File: config.mk
export PLATFORM = sky130hd
export DESIGN_NAME = lc3_pipe_controller
export DESIGN_NICKNAME = d
export VERILOG_FILES = /design/src/rtl/lc3_ctrl_pkg.sv /design/src/rtl/lc3_mem_fsm.sv /design/src/rtl/lc3_pipe_controller.sv
export SDC_FILE = /design/constraint.sdc
export NUM_CORES = 1
export LEC_CHECK = 0
export CORE_MARGIN = 8
export CORE_UTILIZATION = 38
export CTS_CLUSTER_DIAMETER = 150
export DETAILED_ROUTE_END_ITERATION = 8
export HOLD_SLACK_MARGIN = 0.02
export PLACE_DENSITY = 0.83
export SLEW_MARGIN = 10
export SYNTH_ARGS = -nofsm -noshare
export SYNTH_HDL_FRONTEND = slang
export SYNTH_HIERARCHICAL = 1
export SYNTH_SLANG_ARGS = --single-unit
export TNS_END_PERCENT = 1
File: constraint.sdc
create_clock -name clock -period 2.6 [get_ports clock]
set_input_delay 0.26 -clock clock [delete_from_list [all_inputs] [get_ports clock]]
set_output_delay 0.26 -clock clock [all_outputs]
set_load 0.02 [all_outputs]
File: src/rtl/lc3_ctrl_pkg.sv
// Shared opcode constants, memory-FSM state encoding and opcode-class helpers
// for the LC3 pipeline controller.
package lc3_ctrl_pkg;

    localparam logic [3:0] OP_BR  = 4'd0;
    localparam logic [3:0] OP_ADD = 4'd1;
    localparam logic [3:0] OP_LD  = 4'd2;
    localparam logic [3:0] OP_ST  = 4'd3;
    localparam logic [3:0] OP_AND = 4'd5;
    localparam logic [3:0] OP_LDR = 4'd6;
    localparam logic [3:0] OP_STR = 4'd7;
    localparam logic [3:0] OP_NOT = 4'd9;
    localparam logic [3:0] OP_LDI = 4'd10;
    localparam logic [3:0] OP_STI = 4'd11;
    localparam logic [3:0] OP_JMP = 4'd12;
    localparam logic [3:0] OP_LEA = 4'd14;

    typedef enum logic [1:0] {
        MemRd   = 2'd0,
        MemInd  = 2'd1,
        MemWr   = 2'd2,
        MemIdle = 2'd3
    } mem_state_t;

    function automatic logic is_load(input logic [3:0] op);
        return (op == OP_LD) || (op == OP_LDR) || (op == OP_LDI);
    endfunction

    function automatic logic is_store(input logic [3:0] op);
        return (op == OP_ST) || (op == OP_STR) || (op == OP_STI);
    endfunction

    function automatic logic is_ctrl(input logic [3:0] op);
        return (op == OP_BR) || (op == OP_JMP);
    endfunction

    function automatic logic is_alu(input logic [3:0] op);
        return (op == OP_ADD) || (op == OP_AND) || (op == OP_NOT) || (op == OP_LEA);
    endfunction

    function automatic logic is_indirect(input logic [3:0] op);
        return (op == OP_LDI) || (op == OP_STI);
    endfunction

endpackage

File: src/rtl/lc3_mem_fsm.sv
// Data-memory access sequencer: IDLE -> (IND ->) RD/WR -> IDLE, with a per-state
// wait counter that forces IDLE and raises a sticky timeout flag.
module lc3_mem_fsm
    import lc3_ctrl_pkg::*;
#(
    parameter int unsigned MEM_WAIT_MAX = 15
) (
    input  logic       clk_i,
    input  logic       rst_i,
    input  logic       start_i,
    input  logic [3:0] start_op_i,
    input  logic       complete_data_i,
    output mem_state_t mem_state_o,
    output logic       mem_busy_o,
    output logic       load_done_o,
    output logic       mem_timeout_o
);

    // Counter only needs to reach MEM_WAIT_MAX-1 before the timeout fires.
    localparam int unsigned CntW = (MEM_WAIT_MAX > 1) ? $clog2(MEM_WAIT_MAX) : 1;

    mem_state_t      state_q, state_d;
    logic            is_load_q, is_load_d;
    logic [CntW-1:0] wait_cnt_q, wait_cnt_d;
    logic            load_done_q, load_done_d;
    logic            timeout_q, timeout_d;

    always_ff @(posedge clk_i or posedge rst_i) begin
        if (rst_i) begin
            state_q     <= MemIdle;
            is_load_q   <= 1'b0;
            wait_cnt_q  <= '0;
            load_done_q <= 1'b0;
            timeout_q   <= 1'b0;
        end else begin
            state_q     <= state_d;
            is_load_q   <= is_load_d;
            wait_cnt_q  <= wait_cnt_d;
            load_done_q <= load_done_d;
            timeout_q   <= timeout_d;
        end
    end

    always_comb begin
        state_d     = state_q;
        is_load_d   = is_load_q;
        wait_cnt_d  = wait_cnt_q;
        load_done_d = 1'b0;
        timeout_d   = timeout_q;

        unique case (state_q)
            MemIdle: begin
                wait_cnt_d = '0;
                if (start_i) begin
                    is_load_d = is_load(start_op_i);
                    if (is_indirect(start_op_i)) begin
                        state_d = MemInd;
                    end else if (is_load(start_op_i)) begin
                        state_d = MemRd;
                    end else begin
                        state_d = MemWr;
                    end
                end
            end
            MemInd: begin
                if (complete_data_i) begin
                    state_d    = is_load_q ? MemRd : MemWr;
                    wait_cnt_d = '0;
                end
            end
            MemRd, MemWr: begin
                if (complete_data_i) begin
                    state_d     = MemIdle;
                    load_done_d = (state_q == MemRd);
                    wait_cnt_d  = '0;
                end
            end
        endcase

        if ((state_q != MemIdle) && !complete_data_i) begin
            if (wait_cnt_q == CntW'(MEM_WAIT_MAX - 1)) begin
                state_d    = MemIdle;
                timeout_d  = 1'b1;
                wait_cnt_d = '0;
            end else begin
                wait_cnt_d = wait_cnt_q + 1'b1;
            end
        end
    end

    assign mem_state_o   = state_q;
    assign mem_busy_o    = (state_q != MemIdle);
    assign load_done_o   = load_done_q;
    assign mem_timeout_o = timeout_q;

endmodule

File: src/rtl/lc3_pipe_controller.sv
// LC3 five-stage pipeline sequencer: stage enables, control-hazard bubbles, memory stalls.
// Optional ALU forwarding hints are built when LC3_CTRL_BYPASS_EN is defined.
module lc3_pipe_controller
    import lc3_ctrl_pkg::*;
#(
    parameter int unsigned BR_BUBBLES   = 3,
    parameter int unsigned MEM_WAIT_MAX = 15
) (
    input  logic        clock,
    input  logic        reset,
    input  logic        complete_instr,
    input  logic        complete_data,
    input  logic [15:0] IR,
    input  logic [15:0] IR_Exec,
    input  logic [2:0]  NZP,
    input  logic [2:0]  psr,
    output logic        enable_fetch,
    output logic        enable_updatePC,
    output logic        enable_decode,
    output logic        enable_execute,
    output logic        enable_writeback,
    output logic        br_taken,
    output logic [1:0]  mem_state,
    output logic        mem_timeout
`ifdef LC3_CTRL_BYPASS_EN
    ,
    output logic        bypass_alu_1,
    output logic        bypass_alu_2
`endif
);

    localparam int unsigned BcW = $clog2(BR_BUBBLES + 1);

    logic           v_dec_q, v_dec_d;
    logic           v_exe_q, v_exe_d;
    logic           v_wb_q, v_wb_d;
    logic [BcW-1:0] bub_cnt_q, bub_cnt_d;

    logic [3:0] dec_op, exe_op;
    logic       mem_busy, load_done, hold_all, bubble;
    logic       dec_go, dec_ctrl, exe_go, exe_ctrl, mem_start;
    mem_state_t mem_state_w;

    assign dec_op = IR[15:12];
    assign exe_op = IR_Exec[15:12];

    // A finished load still owns the pipe for its writeback cycle.
    assign hold_all  = mem_busy | load_done;
    assign bubble    = (bub_cnt_q != '0);
    assign dec_go    = v_dec_q & ~hold_all & complete_instr;
    assign dec_ctrl  = dec_go & is_ctrl(dec_op);
    assign exe_go    = v_exe_q & ~hold_all;
    assign exe_ctrl  = exe_go & is_ctrl(exe_op);
    assign mem_start = exe_go & (is_load(exe_op) | is_store(exe_op));

    lc3_mem_fsm #(
        .MEM_WAIT_MAX (MEM_WAIT_MAX)
    ) u_mem_fsm (
        .clk_i           (clock),
        .rst_i           (reset),
        .start_i         (mem_start),
        .start_op_i      (exe_op),
        .complete_data_i (complete_data),
        .mem_state_o     (mem_state_w),
        .mem_busy_o      (mem_busy),
        .load_done_o     (load_done),
        .mem_timeout_o   (mem_timeout)
    );

    assign mem_state = mem_state_w;

    always_ff @(posedge clock or posedge reset) begin
        if (reset) begin
            v_dec_q   <= 1'b0;
            v_exe_q   <= 1'b0;
            v_wb_q    <= 1'b0;
            bub_cnt_q <= '0;
        end else begin
            v_dec_q   <= v_dec_d;
            v_exe_q   <= v_exe_d;
            v_wb_q    <= v_wb_d;
            bub_cnt_q <= bub_cnt_d;
        end
    end

    always_comb begin
        v_dec_d   = v_dec_q;
        v_exe_d   = v_exe_q;
        v_wb_d    = v_wb_q;
        bub_cnt_d = bub_cnt_q;
        if (!hold_all) begin
            if (dec_ctrl) begin
                bub_cnt_d = BcW'(BR_BUBBLES);
            end else if (bubble) begin
                bub_cnt_d = bub_cnt_q - 1'b1;
            end
            // Wrong-path fetches behind a control instruction never become valid.
            if (dec_ctrl || bubble) begin
                v_dec_d = 1'b0;
            end else if (complete_instr) begin
                v_dec_d = 1'b1;
            end
            v_exe_d = v_dec_q & complete_instr;
            // Memory ops retire through the FSM, so they leave no writeback slot here.
            v_wb_d  = v_exe_q & ~(is_load(exe_op) | is_store(exe_op));
        end
    end

    always_comb begin
        enable_fetch     = ~hold_all & ~bubble;
        enable_updatePC  = ~hold_all & ((~bubble & complete_instr) | exe_ctrl);
        enable_decode    = dec_go;
        enable_execute   = exe_go;
        enable_writeback = (v_wb_q & ~hold_all) | load_done;
        br_taken         = exe_ctrl &
                           ((exe_op == OP_JMP) || ((exe_op == OP_BR) && |(NZP & psr)));
    end

`ifdef LC3_CTRL_BYPASS_EN
    logic byp1_q, byp1_d;
    logic byp2_q, byp2_d;
    logic byp_base;
    logic src2_is_imm;

    assign byp_base    = v_exe_q & v_dec_q & is_alu(exe_op);
    assign src2_is_imm = ((dec_op == OP_ADD) || (dec_op == OP_AND)) & IR[5];

    always_comb begin
        byp1_d = byp1_q;
        byp2_d = byp2_q;
        if (!hold_all) begin
            byp1_d = byp_base & (IR[8:6] == IR_Exec[11:9]);
            byp2_d = byp_base & (IR[2:0] == IR_Exec[11:9]) & ~src2_is_imm;
        end
    end

    always_ff @(posedge clock or posedge reset) begin
        if (reset) begin
            byp1_q <= 1'b0;
            byp2_q <= 1'b0;
        end else begin
            byp1_q <= byp1_d;
            byp2_q <= byp2_d;
        end
    end

    assign bypass_alu_1 = byp1_q;
    assign bypass_alu_2 = byp2_q;
`endif

    // Operand fields not consumed by this controller are sunk here.
    logic unused_fields;
    assign unused_fields = ^{IR[11:0], IR_Exec[11:0]};

endmodule
==> flow_metrics.env, run 1 <==
export IMPL_crit_fanout=9
export IMPL_fin_ws_ns=0.201
export IMPL_grt_pass1_vias=721
export IMPL_cts_setup_buffers=0
export IMPL_cellPowerDensity_nw_per_um2=883
export IMPL_cts_resized=0
export IMPL_ys_warn_count=6
export IMPL_required_ns=2.34
export IMPL_status="complete, no violations"
export IMPL_finalCritPeriodShare_pct=92.3
export IMPL_postCtsHoldBufs=0
export IMPL_core_sq_um=1960
export IMPL_ant_nets=0
export IMPL_max_freq_mhz=417
export IMPL_globalplace_congestion=0.741
export IMPL_drc=0
export IMPL_syn_cell_area_sq_um=795
export IMPL_crit_chain="nand2_1 > nor2_1 > nand2_1 > a21oi_1 > clkdlybuf4s50_1"
export IMPL_seq_area_frac_synth_pct=44.4
export IMPL_antenna_found_initial=0
export IMPL_ios=51
export IMPL_synth_distinct_cells=31
export IMPL_ys_ff_latch=14
export IMPL_syn_inst=84
export IMPL_seqCellArea_sq_um=353
export IMPL_critPathTopFamily="buffers and inverters"
export IMPL_drive_above_1_share_pct=9.73
export IMPL_peakVddDrop_mv=0.625
export IMPL_synth_largest_area_cell="dfrtp_1"
export IMPL_htreeDepth=1
export IMPL_first_pass_iters=4
export IMPL_async_flop_share_pct=100
export IMPL_final_setup_tns_ns=0
export IMPL_port_buffers=26
export IMPL_path_buf_inv=1
export IMPL_crit_path_end_kind="output pin"
export IMPL_cp_common_cell="nand2_1"
export IMPL_area_growth_pct=40.2
export IMPL_critPathKind="reg -> out"
export IMPL_antennaDiodeCount=0
export IMPL_vias=687
export IMPL_reg2reg_to="u_mem_fsm/mem_state_o[1]"
export IMPL_setup_violations_final=0
export IMPL_grt_start_max_net_pins=10
export IMPL_clock_latency_ns=0.28
export IMPL_yosysTopAreaCellShare_pct=37.8
export IMPL_arrival_ns=2.14
export IMPL_ys_flop_type="dfrtp_1"
export IMPL_vias_per_cell=4.91
export IMPL_cts_tree="done"
export IMPL_die_y_um=61.7
export IMPL_post_place_ws_ns=0.399
export IMPL_relSlewSlack_pct=77.2
export IMPL_overflow=0
export IMPL_r2r_start="u_mem_fsm/mem_state_o[0]"
export IMPL_timing_final_crit_period_ns=2.40
export IMPL_wirelength_um=1740
export IMPL_cap_violations=0
export IMPL_synth_edf_count=0
export IMPL_worst_pin_slew_ns=0.341
export IMPL_syn_nets=129
export IMPL_cts_buffers=3
export IMPL_path_clk_slew_ns=0.08
export IMPL_rsz0062_at_grt="no"
export IMPL_synth_area_leaders="dfrtp_1 38%, dfstp_2 6.6%, ha_1 4.7%"
export IMPL_post_route_util_pct=56.8
export IMPL_clk_path_buf_depth=2
export IMPL_route_detailed_wl_per_inst_um=12.5
export IMPL_hold_path_class="in -> async"
export IMPL_cp_slowest_cell="clkdlybuf4s50_1"
export IMPL_dp_cells=136
export IMPL_nFillCells=202
export IMPL_reg2reg_slack_ns=0.77
export IMPL_syn_area_per_cell_sq_um=9.46
export IMPL_cts_num_sinks=14
export IMPL_drt_first_iter_violations=7
export IMPL_reg2reg_depth=7
export IMPL_cp_start_kind="flop"
export IMPL_initial_utilization_pct=40.5
export IMPL_track_usage_pct=10.6
export IMPL_die_w_um=61.7
export IMPL_grt_first_pass_wirelength_um=3060
export IMPL_place_hpwl_um=1450
export IMPL_skew_ns=0.00158
export IMPL_power_leakage_nw=0.502
export IMPL_placed_cell_area_sq_um=1080
export IMPL_multi_input_area_sq_um=404
export IMPL_final_cells=140
export IMPL_max_stage_delay_ns=0.62
export IMPL_slew_violations=0
export IMPL_hold_viol=0
export IMPL_dieArea_sq_um=3810
export IMPL_nets=159
export IMPL_placementRows=16
export IMPL_cts_root_buf="clkbuf_4"
export IMPL_final_area_sq_um=1110
## flip-flops by register name, indices dropped and copies added (netlist names)
name / flops
u_mem_fsm/is_load_q: 1
u_mem_fsm/load_done_o: 1
u_mem_fsm/mem_timeout_o: 1
v_dec_q: 1
v_exe_q: 1
v_wb_q: 1
u_mem_fsm/mem_state_o: 2
bub_cnt_q: 2
u_mem_fsm/wait_cnt_q: 4
## routing by layer
metal  share of wire [%]  vias to the layer above  track usage (%)
met2                  50                       16             17.9
met4                0.46                        0             5.84
met1                  45                      324             12.1
met3                 4.5                        2             2.47
li1                    -                      345                -
met5                   0                        -                0
## power by group
| group | internal [W] | switching [W] |
|---|---|---|
| clock network | 0.0000852 | 0.0000707 |
| registers | 0.000292 | 0.0000540 |
| logic | 0.000243 | 0.000238 |
| total | 0.000621 | 0.000363 |
## worst max-delay path by stage
stage                                   startpoint                  endpoint  cells past startpoint  slack (ns)
after floorplan           u_mem_fsm/mem_state_o[0]  u_mem_fsm/mem_state_o[1]                      8        0.88
after global placement                 IR_Exec[15]                  br_taken                      4        0.42
after detailed placement               IR_Exec[15]                  br_taken                      4        0.40
after CTS                 u_mem_fsm/mem_state_o[0]                  br_taken                      5        0.19
after global routing      u_mem_fsm/mem_state_o[0]                  br_taken                      5        0.03
final                     u_mem_fsm/mem_state_o[0]                  br_taken                      5        0.20
## layout make-up
type | count | area share [%]
multi-input combinational | 62 | 36.3
sequential | 14 | 31.7
timing repair buffer | 26 | 23.4
clock buffer | 4 | 3.26
tap | 27 | 3.03
inverter | 7 | 2.36
## cell usage after synthesis, drive strengths merged, types with 3 or more instances
| master | count |
|---|---|
| nor2 | 7 |
| nand2b | 3 |
| o21ai | 6 |
| a21oi | 4 |
| nand2 | 9 |
| xnor2 | 4 |
| nand3 | 4 |
| dfrtp | 12 |
| inv | 7 |
| ha | 3 |
## cell families after synthesis
logic type / Yosys count / share of synthesized area (%)
and+or+nand+nor: 36 / 25.2
DFF: 14 / 44.4
xor gates and xnor gates: 5 / 6.46
buffers and inverters: 8 / 4.72
AOI/OAI and AO/OA: 18 / 14.5
adders and majority gates: 3 / 4.72
## stage by stage
stage	total power, W	hold slack, ns
6_report	0.000984	0.206
5_1_grt	0.00106	0.237
4_1_cts	0.00100	0.203
3_5_place_dp	0.000838	0.444
3_3_place_gp	0.000819	0.437
2_1_floorplan	0.000675	0.0385
## cells in the final DEF, fill, tap and decap left out
cell type,synthesis,routed
and4bb_2,1,1
o21ai_0,5,5
a21bo_2,1,1
dfstp_2,2,2
clkbuf_4,0,3
nand2b_1,3,3
nor2b_1,2,2
or3_1,1,1
nand3_1,3,3
a22oi_1,1,1
nor3b_1,1,1
inv_1,7,7
xor2_1,1,1
xnor2_1,3,3
dfrtp_1,12,12
nor3_1,2,2
xnor2_2,1,1
o21ai_1,1,1
nand2_1,9,9
o211ai_1,1,1
or3_4,1,1
nand3_2,1,1
clkbuf_8,0,1
nor2_1,7,7
and3b_1,2,2
o31ai_1,2,2
a21o_1,2,2
clkdlybuf4s50_1,0,26
ha_1,3,3
a222oi_1,1,1
and3_1,1,1
a21oi_1,4,4
and2_1,2,2
Note: power is estimated with default switching activity, not from simulation.
==> run 2: changes to the inputs <==
- GPL_TIMING_DRIVEN: unset -> 0
- PLACE_DENSITY: 0.83 -> 0.84
- SYNTH_HIERARCHICAL: 1 -> unset
==> run 2 against run 1 <==
Sequential power grew 5%. Synthesized cell count shrank 6.0%. Sequential share of layout area shrank 0.42 points. Synthesized area shrank 0.16%. Critical path type unchanged. Largest cell class unchanged.
==> flow_metrics.env, run 2 <==
export IMPL_largest_register_ff_count=4
export IMPL_die_w_um=61.7
export IMPL_r2r_start="u_mem_fsm.mem_state_o[1]"
export IMPL_relSlewSlack_pct=66.5
export IMPL_power_leakage_nw=0.529
export IMPL_htreeDepth=1
export IMPL_largest_register="u_mem_fsm.wait_cnt_q"
export IMPL_route_detailed_wl_per_inst_um=13.0
export IMPL_reg2reg_slack_ns=1.10
export IMPL_slew_violations=0
export IMPL_ys_warn_count=0
export IMPL_vias_per_cell=5.04
export IMPL_ys_ff_latch=14
export IMPL_cts_setup_buffers=0
export IMPL_drt_first_iter_violations=6
export IMPL_finalCritPeriodShare_pct=91.4
export IMPL_placed_cell_area_sq_um=1090
export IMPL_required_ns=2.34
export IMPL_async_flop_share_pct=100
export IMPL_antenna_found_initial=0
export IMPL_final_area_sq_um=1130
export IMPL_grt_start_max_net_pins=15
export IMPL_layout_common_cells="24 x clkdlybuf4s50_1, 12 x dfrtp_1, 8 x inv_1"
export IMPL_setup_violations_final=0
export IMPL_initial_utilization_pct=40.4
export IMPL_vias=686
export IMPL_cap_violations=0
export IMPL_cp_start_kind="flop"
export IMPL_syn_nets=124
export IMPL_worst_pin_slew_ns=0.502
export IMPL_syn_inst=79
export IMPL_ant_nets=0
export IMPL_synth_largest_area_cell="dfrtp_1"
export IMPL_arrival_ns=2.12
export IMPL_peakVddDrop_mv=0.414
export IMPL_reg2reg_to="v_wb_q"
export IMPL_cts_buffers=3
export IMPL_first_pass_iters=4
export IMPL_crit_fanout=9
export IMPL_post_route_util_pct=57.5
export IMPL_hold_path_class="in -> async"
export IMPL_track_usage_pct=9.61
export IMPL_skew_ns=0.00402
export IMPL_overflow=0
export IMPL_area_growth_pct=42.3
export IMPL_clk_path_buf_depth=2
export IMPL_dieArea_sq_um=3810
export IMPL_wirelength_um=1770
export IMPL_syn_area_per_cell_sq_um=10.0
export IMPL_grt_first_pass_wirelength_um=2760
export IMPL_port_buffers=26
export IMPL_synth_distinct_cells=33
export IMPL_cellPowerDensity_nw_per_um2=876
export IMPL_core_sq_um=1960
export IMPL_synth_area_leaders="dfrtp_1 38%, dfstp_2 6.6%, ha_1 4.7%"
export IMPL_critPathKind="reg -> out"
export IMPL_hold_viol=0
export IMPL_seq_area_frac_synth_pct=44.5
export IMPL_final_common_cell="clkdlybuf4s50_1"
export IMPL_status="complete, no violations"
export IMPL_syn_cell_area_sq_um=793
export IMPL_drc=0
export IMPL_path_clk_slew_ns=0.08
export IMPL_final_cells=136
export IMPL_drive_above_1_share_pct=13.8
export IMPL_post_synth_top_count_cell="dfrtp_1"
export IMPL_max_freq_mhz=421
export IMPL_antennaDiodeCount=0
export IMPL_grt_pass1_vias=635
export IMPL_die_y_um=61.7
export IMPL_nets=155
export IMPL_final_setup_tns_ns=0
export IMPL_cts_num_sinks=14
export IMPL_cts_tree="done"
export IMPL_ys_flop_type="dfrtp_1"
export IMPL_reg2reg_depth=4
export IMPL_placementRows=16
export IMPL_yosysTopAreaCellShare_pct=37.9
export IMPL_timing_final_crit_period_ns=2.38
export IMPL_nFillCells=188
export IMPL_crit_path_end_kind="output pin"
export IMPL_synth_edf_count=0
export IMPL_globalplace_congestion=0.766
export IMPL_ios=51
export IMPL_rsz0062_at_grt="no"
export IMPL_place_hpwl_um=1460
export IMPL_cts_root_buf="clkbuf_4"
export IMPL_dp_cells=132
export IMPL_ys_top_cells_by_count="12 x dfrtp_1, 8 x inv_1, 6 x nand3_1, 6 x nor2_1"
export IMPL_clock_latency_ns=0.27
## run 2: cell count changes after synthesis, sizes merged, moves of 2 or more
cell / previous run / this run
o31ai: 2 / 0
a21o: 2 / 0
nand2b: 3 / 5
nand2: 9 / 3
nor2b: 2 / 0
xnor2: 4 / 2
o21ai: 6 / 2
nand3: 4 / 6
a2111oi: 0 / 2
## run 2: worst max path at each step
stage / from / end / slack (ns) / cells past startpoint
detailed placement: IR_Exec[15] / br_taken / 0.15 / 4
global placement: IR_Exec[15] / br_taken / 0.19 / 4
floorplan: u_mem_fsm.mem_state_o[1] / enable_updatePC / 0.59 / 3
CTS: u_mem_fsm.mem_state_o[1] / br_taken / 0.08 / 4
global route: u_mem_fsm.mem_state_o[1] / enable_decode / 0.11 / 5
finish: u_mem_fsm.mem_state_o[1] / enable_decode / 0.22 / 5
## run 2: metrics by stage
stage | power, W | setup WS, ns | hold WS, ns
2_1_floorplan | 0.000678 | 0.587 | 0.148
3_5_place_dp | 0.000851 | 0.154 | 0.454
6_report | 0.000989 | 0.223 | 0.304
4_1_cts | 0.00101 | 0.0800 | 0.317
5_1_grt | 0.00107 | 0.113 | 0.344
3_3_place_gp | 0.000830 | 0.188 | 0.450
## run 2: cell families (layout without fill, tap and decap cells)
family / after synthesis / after routing / synth area share [%]
AO/OA/AOI/OAI: 18 / 18 / 18.3
XOR/XNOR: 4 / 4 / 4.42
adder cells (fa/ha/maj): 3 / 3 / 4.73
buffers and inverters: 10 / 40 / 5.05
flip-flops: 14 / 14 / 44.5
multiplexers: 2 / 2 / 2.68
AND/OR/NAND/NOR: 28 / 28 / 20.3
## run 2: routing by layer
metal  vias to the layer above  GRT usage [%]  wire (um)  part of all wire (%)
met3                         2           2.88        180                    10
li1                        346              -          -                     -
met1                       314           10.8        798                    45
met2                        24           16.1        782                    44
met5                         -              0          0                     0
met4                         0           4.87         12                  0.68
## run 2: cell type report
cell class	count	area [sq um]	area share, %
clock buffers	4	36.3	3.22
plain buffers	2	10.0	0.887
inverters	8	30.0	2.66
repair buffers	26	265	23.5
multi-input cells	55	400	35.5
well taps	27	33.8	2.99
flip-flops and latches	14	353	31.3
## run 2: power breakdown
group          leakage, nW  total [W]  switching [W]  internal (W)
Combinational        0.333   0.000475       0.000242      0.000234
Sequential           0.174   0.000363      0.0000571      0.000306
Clock               0.0210   0.000150      0.0000650     0.0000851
Total                0.529   0.000989       0.000364      0.000625
## run 2: worst max-delay path: stages (launching register included)
cell             delay, ns
dfstp_2               0.53
buf_2                 0.18
and3b_1               0.17
buf_2                 0.17
and3_4                0.20
clkdlybuf4s50_1       0.60
## run 2: repair_timing
item / 4_1_cts / 5_1_grt
setup endpoints to repair: 0 / 2
hold buffers: 0 / 0
gates resized for setup: 0 / 2
